**src/rtl/dct_pkg.sv**
```systemverilog
// Shared definitions for the 4x4 forward/inverse DCT blocks: 128-scaled basis
// matrix, sequencing states and datapath widths.
package dct_pkg;

    localparam int COEF_W = 10;
    localparam int MID_W  = 11;
    localparam int PIX_W  = 8;
    // Dot-product accumulator: 11x11 products summed four times fit in 24 bits.
    localparam int ACC_W  = 24;

    // DCT_C[k][n]: basis row k, sample n, scaled by 128.
    localparam logic signed [7:0] DCT_C [4][4] = '{
        '{ 8'sd64,  8'sd64,  8'sd64,  8'sd64},
        '{ 8'sd83,  8'sd34, -8'sd34, -8'sd83},
        '{ 8'sd64, -8'sd64, -8'sd64,  8'sd64},
        '{ 8'sd34, -8'sd83,  8'sd83, -8'sd34}
    };

    typedef enum logic [1:0] {
        ST_IDLE,
        ST_PASS1,
        ST_PASS2,
        ST_OUTPUT
    } dct_state_t;

endpackage

```
**src/rtl/idct_mac4.sv**
```systemverilog
// Combinational 4-term signed dot product, divided by 128 with truncation
// toward zero.
module idct_mac4
    import dct_pkg::*;
(
    input  logic signed [MID_W-1:0] a [4],
    input  logic signed [MID_W-1:0] b [4],
    output logic signed [ACC_W-1:0] q
);

    logic signed [ACC_W-1:0] prod [4];
    logic signed [ACC_W-1:0] sum;

    generate
        for (genvar gi = 0; gi < 4; gi++) begin : g_prod
            assign prod[gi] = ACC_W'(a[gi]) * ACC_W'(b[gi]);
        end
    endgenerate

    always_comb begin
        sum = prod[0] + prod[1] + prod[2] + prod[3];
        // Signed '/' rounds toward zero, matching the forward transform.
        q   = sum / 24'sd128;
    end

endmodule

```
**src/rtl/idct4x4.sv**
```systemverilog
// Inverse 4x4 integer DCT: serial coefficient load, two one-element-per-cycle
// matrix passes through a shared MAC, then a 16-sample registered output burst.
module idct4x4
    import dct_pkg::*;
(
    input  logic                     clk,
    input  logic                     rst_n,
    input  logic                     in_valid,
    input  logic signed [COEF_W-1:0] in_data,
    output logic                     out_valid,
    output logic signed [PIX_W-1:0]  out_data
);

    dct_state_t state_reg, state_next;
    logic [3:0] cnt_reg, cnt_next;
    logic       out_valid_reg, out_valid_next;
    logic signed [PIX_W-1:0] out_data_reg, out_data_next;

    logic signed [COEF_W-1:0] y_mem [16];
    logic signed [MID_W-1:0]  t_mem [16];
    logic signed [PIX_W-1:0]  x_mem [16];

    logic y_we, t_we, x_we;
    logic [1:0] row_idx, col_idx;

    logic signed [MID_W-1:0] mac_a [4];
    logic signed [MID_W-1:0] mac_b [4];
    logic signed [ACC_W-1:0] mac_q;
    logic signed [PIX_W-1:0] x_sat;

    assign row_idx = cnt_reg[3:2];
    assign col_idx = cnt_reg[1:0];

    // PASS1 forms T = C^T * Y (C transposed), PASS2 forms X = T * C.
    generate
        for (genvar gi = 0; gi < 4; gi++) begin : g_operand
            assign mac_a[gi] = (state_reg == ST_PASS1) ? MID_W'(DCT_C[gi][row_idx])
                                                       : t_mem[{row_idx, 2'(gi)}];
            assign mac_b[gi] = (state_reg == ST_PASS1) ? MID_W'(y_mem[{2'(gi), col_idx}])
                                                       : MID_W'(DCT_C[gi][col_idx]);
        end
    endgenerate

    idct_mac4 u_mac (
        .a (mac_a),
        .b (mac_b),
        .q (mac_q)
    );

    always_comb begin
        if (mac_q > 24'sd127) begin
            x_sat = 8'sd127;
        end else if (mac_q < -24'sd128) begin
            x_sat = -8'sd128;
        end else begin
            x_sat = mac_q[PIX_W-1:0];
        end
    end

    always_comb begin
        state_next     = state_reg;
        cnt_next       = cnt_reg;
        y_we           = 1'b0;
        t_we           = 1'b0;
        x_we           = 1'b0;
        out_valid_next = 1'b0;
        out_data_next  = '0;
        case (state_reg)
            ST_IDLE: begin
                if (in_valid) begin
                    y_we     = 1'b1;
                    cnt_next = cnt_reg + 4'd1;
                    if (cnt_reg == 4'd15) state_next = ST_PASS1;
                end
            end
            ST_PASS1: begin
                t_we     = 1'b1;
                cnt_next = cnt_reg + 4'd1;
                if (cnt_reg == 4'd15) state_next = ST_PASS2;
            end
            ST_PASS2: begin
                x_we     = 1'b1;
                cnt_next = cnt_reg + 4'd1;
                if (cnt_reg == 4'd15) state_next = ST_OUTPUT;
            end
            ST_OUTPUT: begin
                // cnt wraps to 0 after the 16th sample; that cycle drops out_valid.
                if (out_valid_reg && cnt_reg == 4'd0) begin
                    state_next = ST_IDLE;
                end else begin
                    out_valid_next = 1'b1;
                    out_data_next  = x_mem[cnt_reg];
                    cnt_next       = cnt_reg + 4'd1;
                end
            end
            default: state_next = ST_IDLE;
        endcase
    end

    always_ff @(posedge clk or negedge rst_n) begin
        if (!rst_n) begin
            state_reg     <= ST_IDLE;
            cnt_reg       <= '0;
            out_valid_reg <= 1'b0;
            out_data_reg  <= '0;
        end else begin
            state_reg     <= state_next;
            cnt_reg       <= cnt_next;
            out_valid_reg <= out_valid_next;
            out_data_reg  <= out_data_next;
        end
    end

    always_ff @(posedge clk) begin
        if (y_we) y_mem[cnt_reg] <= in_data;
        if (t_we) t_mem[cnt_reg] <= mac_q[MID_W-1:0];
        if (x_we) x_mem[cnt_reg] <= x_sat;
    end

    assign out_valid = out_valid_reg;
    assign out_data  = out_data_reg;

endmodule
```
**config.mk**
```make
export PLATFORM = sky130hd
export DESIGN_NAME = idct4x4
export DESIGN_NICKNAME = d
export VERILOG_FILES = /design/src/rtl/dct_pkg.sv /design/src/rtl/idct_mac4.sv /design/src/rtl/idct4x4.sv
export SDC_FILE = /design/constraint.sdc
export NUM_CORES = 1
export LEC_CHECK = 0
export BUFFER_PORTS_ARGS = -buffer_cell sky130_fd_sc_hd__buf_2
export CORE_ASPECT_RATIO = 0.75
export CORE_UTILIZATION = 28
export CTS_BUF_LIST = sky130_fd_sc_hd__clkbuf_8
export DETAILED_ROUTE_END_ITERATION = 6
export PLACE_DENSITY = 0.45
export SLEW_MARGIN = 20
export SYNTH_ARGS = -nofsm -noshare
export SYNTH_HDL_FRONTEND = slang
export SYNTH_SLANG_ARGS = --single-unit
```
**constraint.sdc**
```tcl
create_clock -name clk -period 10.8 [get_ports clk]
set_input_delay 0 -clock clk [delete_from_list [all_inputs] [get_ports clk]]
set_output_delay 0 -clock clk [all_outputs]
set_load 0.02 [all_outputs]
```
==> impl_metrics.csv <==
group,metric,value,unit
routing,route.final.wire_length,113,mm
outcome,outcome,"finished, violations left",
timing,hold_viol,0,
final_layout,largest_reg_flops,176,
job,drv_cap,0,
routing,via_count,26000,
grt,track_usage,16.1,%
timing,fmax,90.9,MHz
routing,drtIter0Drc,1848,
clock_network,clk_pin_slew,0.07,ns
routing,dr.pass1.iters,5,
timing,rsz0062_at_grt,"true",
timing,max_slew.worst_pin.slew,0.951,ns
grt,grt_first_pass_wirelength,173,mm
yosys,synth_edf_count,464,
setup_path,crit_fanout,8,
die,die-area,0.143,mm2
yosys,netlist_area,0.0395,mm2
yosys,ys_ff_latch,479,
setup_path,arrival,11.43,ns
routing,drtAntennaViolNets,0,
routing,drc,0,
timing,fin_worst_skew,0.0361,ns
hold_path,hp-class,"input pin to register",
setup_path,required,11.22,ns
setup_path,crit_slowest_cell,"dfrtp_4",
setup_path,cp-end-kind,"register",
timing,relSlewSlack,36.1,%
die,rows,119,
yosys,synth_cell_types,79,
yosys,synthTopCellsByArea,"edfxtp_1 (35%), fa_1 (26%), ha_1 (7.1%)",
final_layout,nets,4748,
clock_network,clkSinkCount,479,
setup_path,r2r_setup_slack,-0.21,ns
place,routabilityCongestion,0.846,
setup_path,critPathLaunch,"cnt_reg[2]",
clock_network,htreeDepth,3,
setup_path,r2r_start,"cnt_reg[2]",
final_layout,drive_above_1_share,24.8,%
place,place_hpwl,91.1,mm
outcome,violations,"negative setup slack",
setup_path,crit_type,"register to register",
die,start_util,28.2,%
yosys,synth_top_flop_cell,"edfxtp_1",
timing,setup_slack,-0.207,ns
setup_path,cpMostUsedCell,"buf_4",
setup_path,critPathMaxStageDelay,0.56,ns
die,fp.dieW,436,um
yosys,netlist.area_leader.share,35.2,%
final_layout,final_cell_mix,"inv_1 (723), buf_4 (512), fa_1 (508)",
final_layout,regMostFlops,"t_mem",
final_layout,final_util,35.4,%
clock_network,cts_max_path_buffers,3,
yosys,syn_avg_cell_area,12.1,um2
routing,via_per_inst,4.38,
grt,grt_max_degree,35,
routing,wl_per_cell,19.0,um
final_layout,nFillCells,14000,
final_layout,syn_to_final_growth,25.5,%
place,io_buffers,21,
setup_path,cp_top_family,"adder cells",
yosys,yosys_warnings,0,
timing,drv_slew,0,
die,io_pins,22,
clock_network,clk_latency,0.68,ns
die,core_area,0.140,mm2
final_layout,reg_top3,"t_mem: 176 flops, y_mem: 160 flops, x_mem: 128 flops",
setup_path,crit_path_start_kind,"register",
timing,fin_crit,11.01,ns
yosys,netlist.top_cell.by_area,"edfxtp_1",
yosys,yosysSeqAreaShare,36.2,%
grt,grt_pass1_vias,27300,
setup_path,crit_buf_inv,14,
timing,setup_viol,112,
timing,fin_crit_sh,102,%
grt,antenna_found_initial,6,
grt,gr-total-overflow,0,
clock_network,cts-buffers-inserted,69,
clock_network,cts_tree,"yes",
yosys,synthArstFlopShare,3.13,%
final_layout,layout_commonest_cell,"inv_1",
yosys,synthCells,3280,
hold_path,hold_start,"in_data[0]",
clock_network,root_buffer,"clkbuf_8",
die,die_y,327,um
## per-layer routing
| layer | GRT usage [%] | vias to the layer above | share of wire, % |
|---|---|---|---|
| met3 | 2.02 | 82 | 4.4 |
| li1 | - | 12100 | - |
| met2 | 23.1 | 509 | 41 |
| met1 | 26.0 | 13300 | 53 |
| met4 | 2.33 | 0 | 1.3 |
| met5 | 0 | - | 0 |
## cell usage after synthesis, drive strengths merged (4+ instances only)
cell type	count
mux2	22
a21oi	106
a211oi	12
mux4	95
mux2i	31
o21a	13
o21bai	23
nor3b	5
o211ai	15
or3	11
a2111oi	5
nand4	5
nand2b	28
nor2	203
o21ai	56
inv	710
o22ai	16
and2	43
nand3b	5
fa	515
ha	223
xnor2	90
nor3	25
a211o	4
and3	75
dfrtp	15
a31oi	7
edfxtp	464
clkbuf	81
a21o	28
nor2b	31
a22oi	5
nand3	30
o31ai	7
or2	16
nand2	161
nand4b	4
xor2	26
buf	20
## cell type report
type                    instances  area [um2]  share of cell area, %
clock buffers                  72         991                   2.00
repair buffers                615        5250                   10.6
inverters                     712        2690                   5.42
diodes                          1        2.50                0.00504
multi-input cells            2120       23700                   47.7
well taps                    1875        2350                   4.73
flip-flops and latches        479       14300                   28.9
clock inverters                55         362                  0.729
## timing repair
item,CTS,global route
gates cloned,2,2
endpoints found under the setup margin,180,174
hold endpoints to repair,181,0
buffers inserted,30,23
hold buffers,13,0
pin swaps,63,85
gates resized for setup,113,116
## final timing paths
path                                endpoint  cells after the start
worst max-delay path             x_mem[7][2]                     51
worst min-delay path            y_mem[13][0]                      2
worst max register to register   x_mem[7][2]                     51
worst min register to register  state_reg[1]                      3
max in group asynchronous         cnt_reg[2]                      3
min in group asynchronous        out_data[7]                      3
## through the flow
stage / TNS, ns / hold WS [ns] / cell area (um2) / setup slack [ns] / instances
final: -19.82 / 0.328 / 49600 / -0.207 / 5929
after floorplan: 0 / -0.296 / 40300 / 0.00205 / 3412
after global routing: -73.98 / 0.295 / 49600 / -0.676 / 5928
after detailed placement: -107.01 / -0.0310 / 46500 / -0.893 / 5734
after global placement: -89.60 / -0.0376 / 46500 / -0.781 / 5734
after CTS: -20.97 / 0.236 / 48900 / -0.220 / 5905
## kinds of logic after synthesis
family,share of synthesized area [%]
buffers and inverters,7.74
AOI/OAI and AO/OA,5.54
and+or+nand+nor,7.99
muxes,6.82
adders and majority gates,33.1
other,0.0190
DFF,36.2
xor gates and xnor gates,2.57
Power is left out: the tool's default activity adds up to more than one toggle a clock period on the data nets, which glitch-free logic cannot reach.
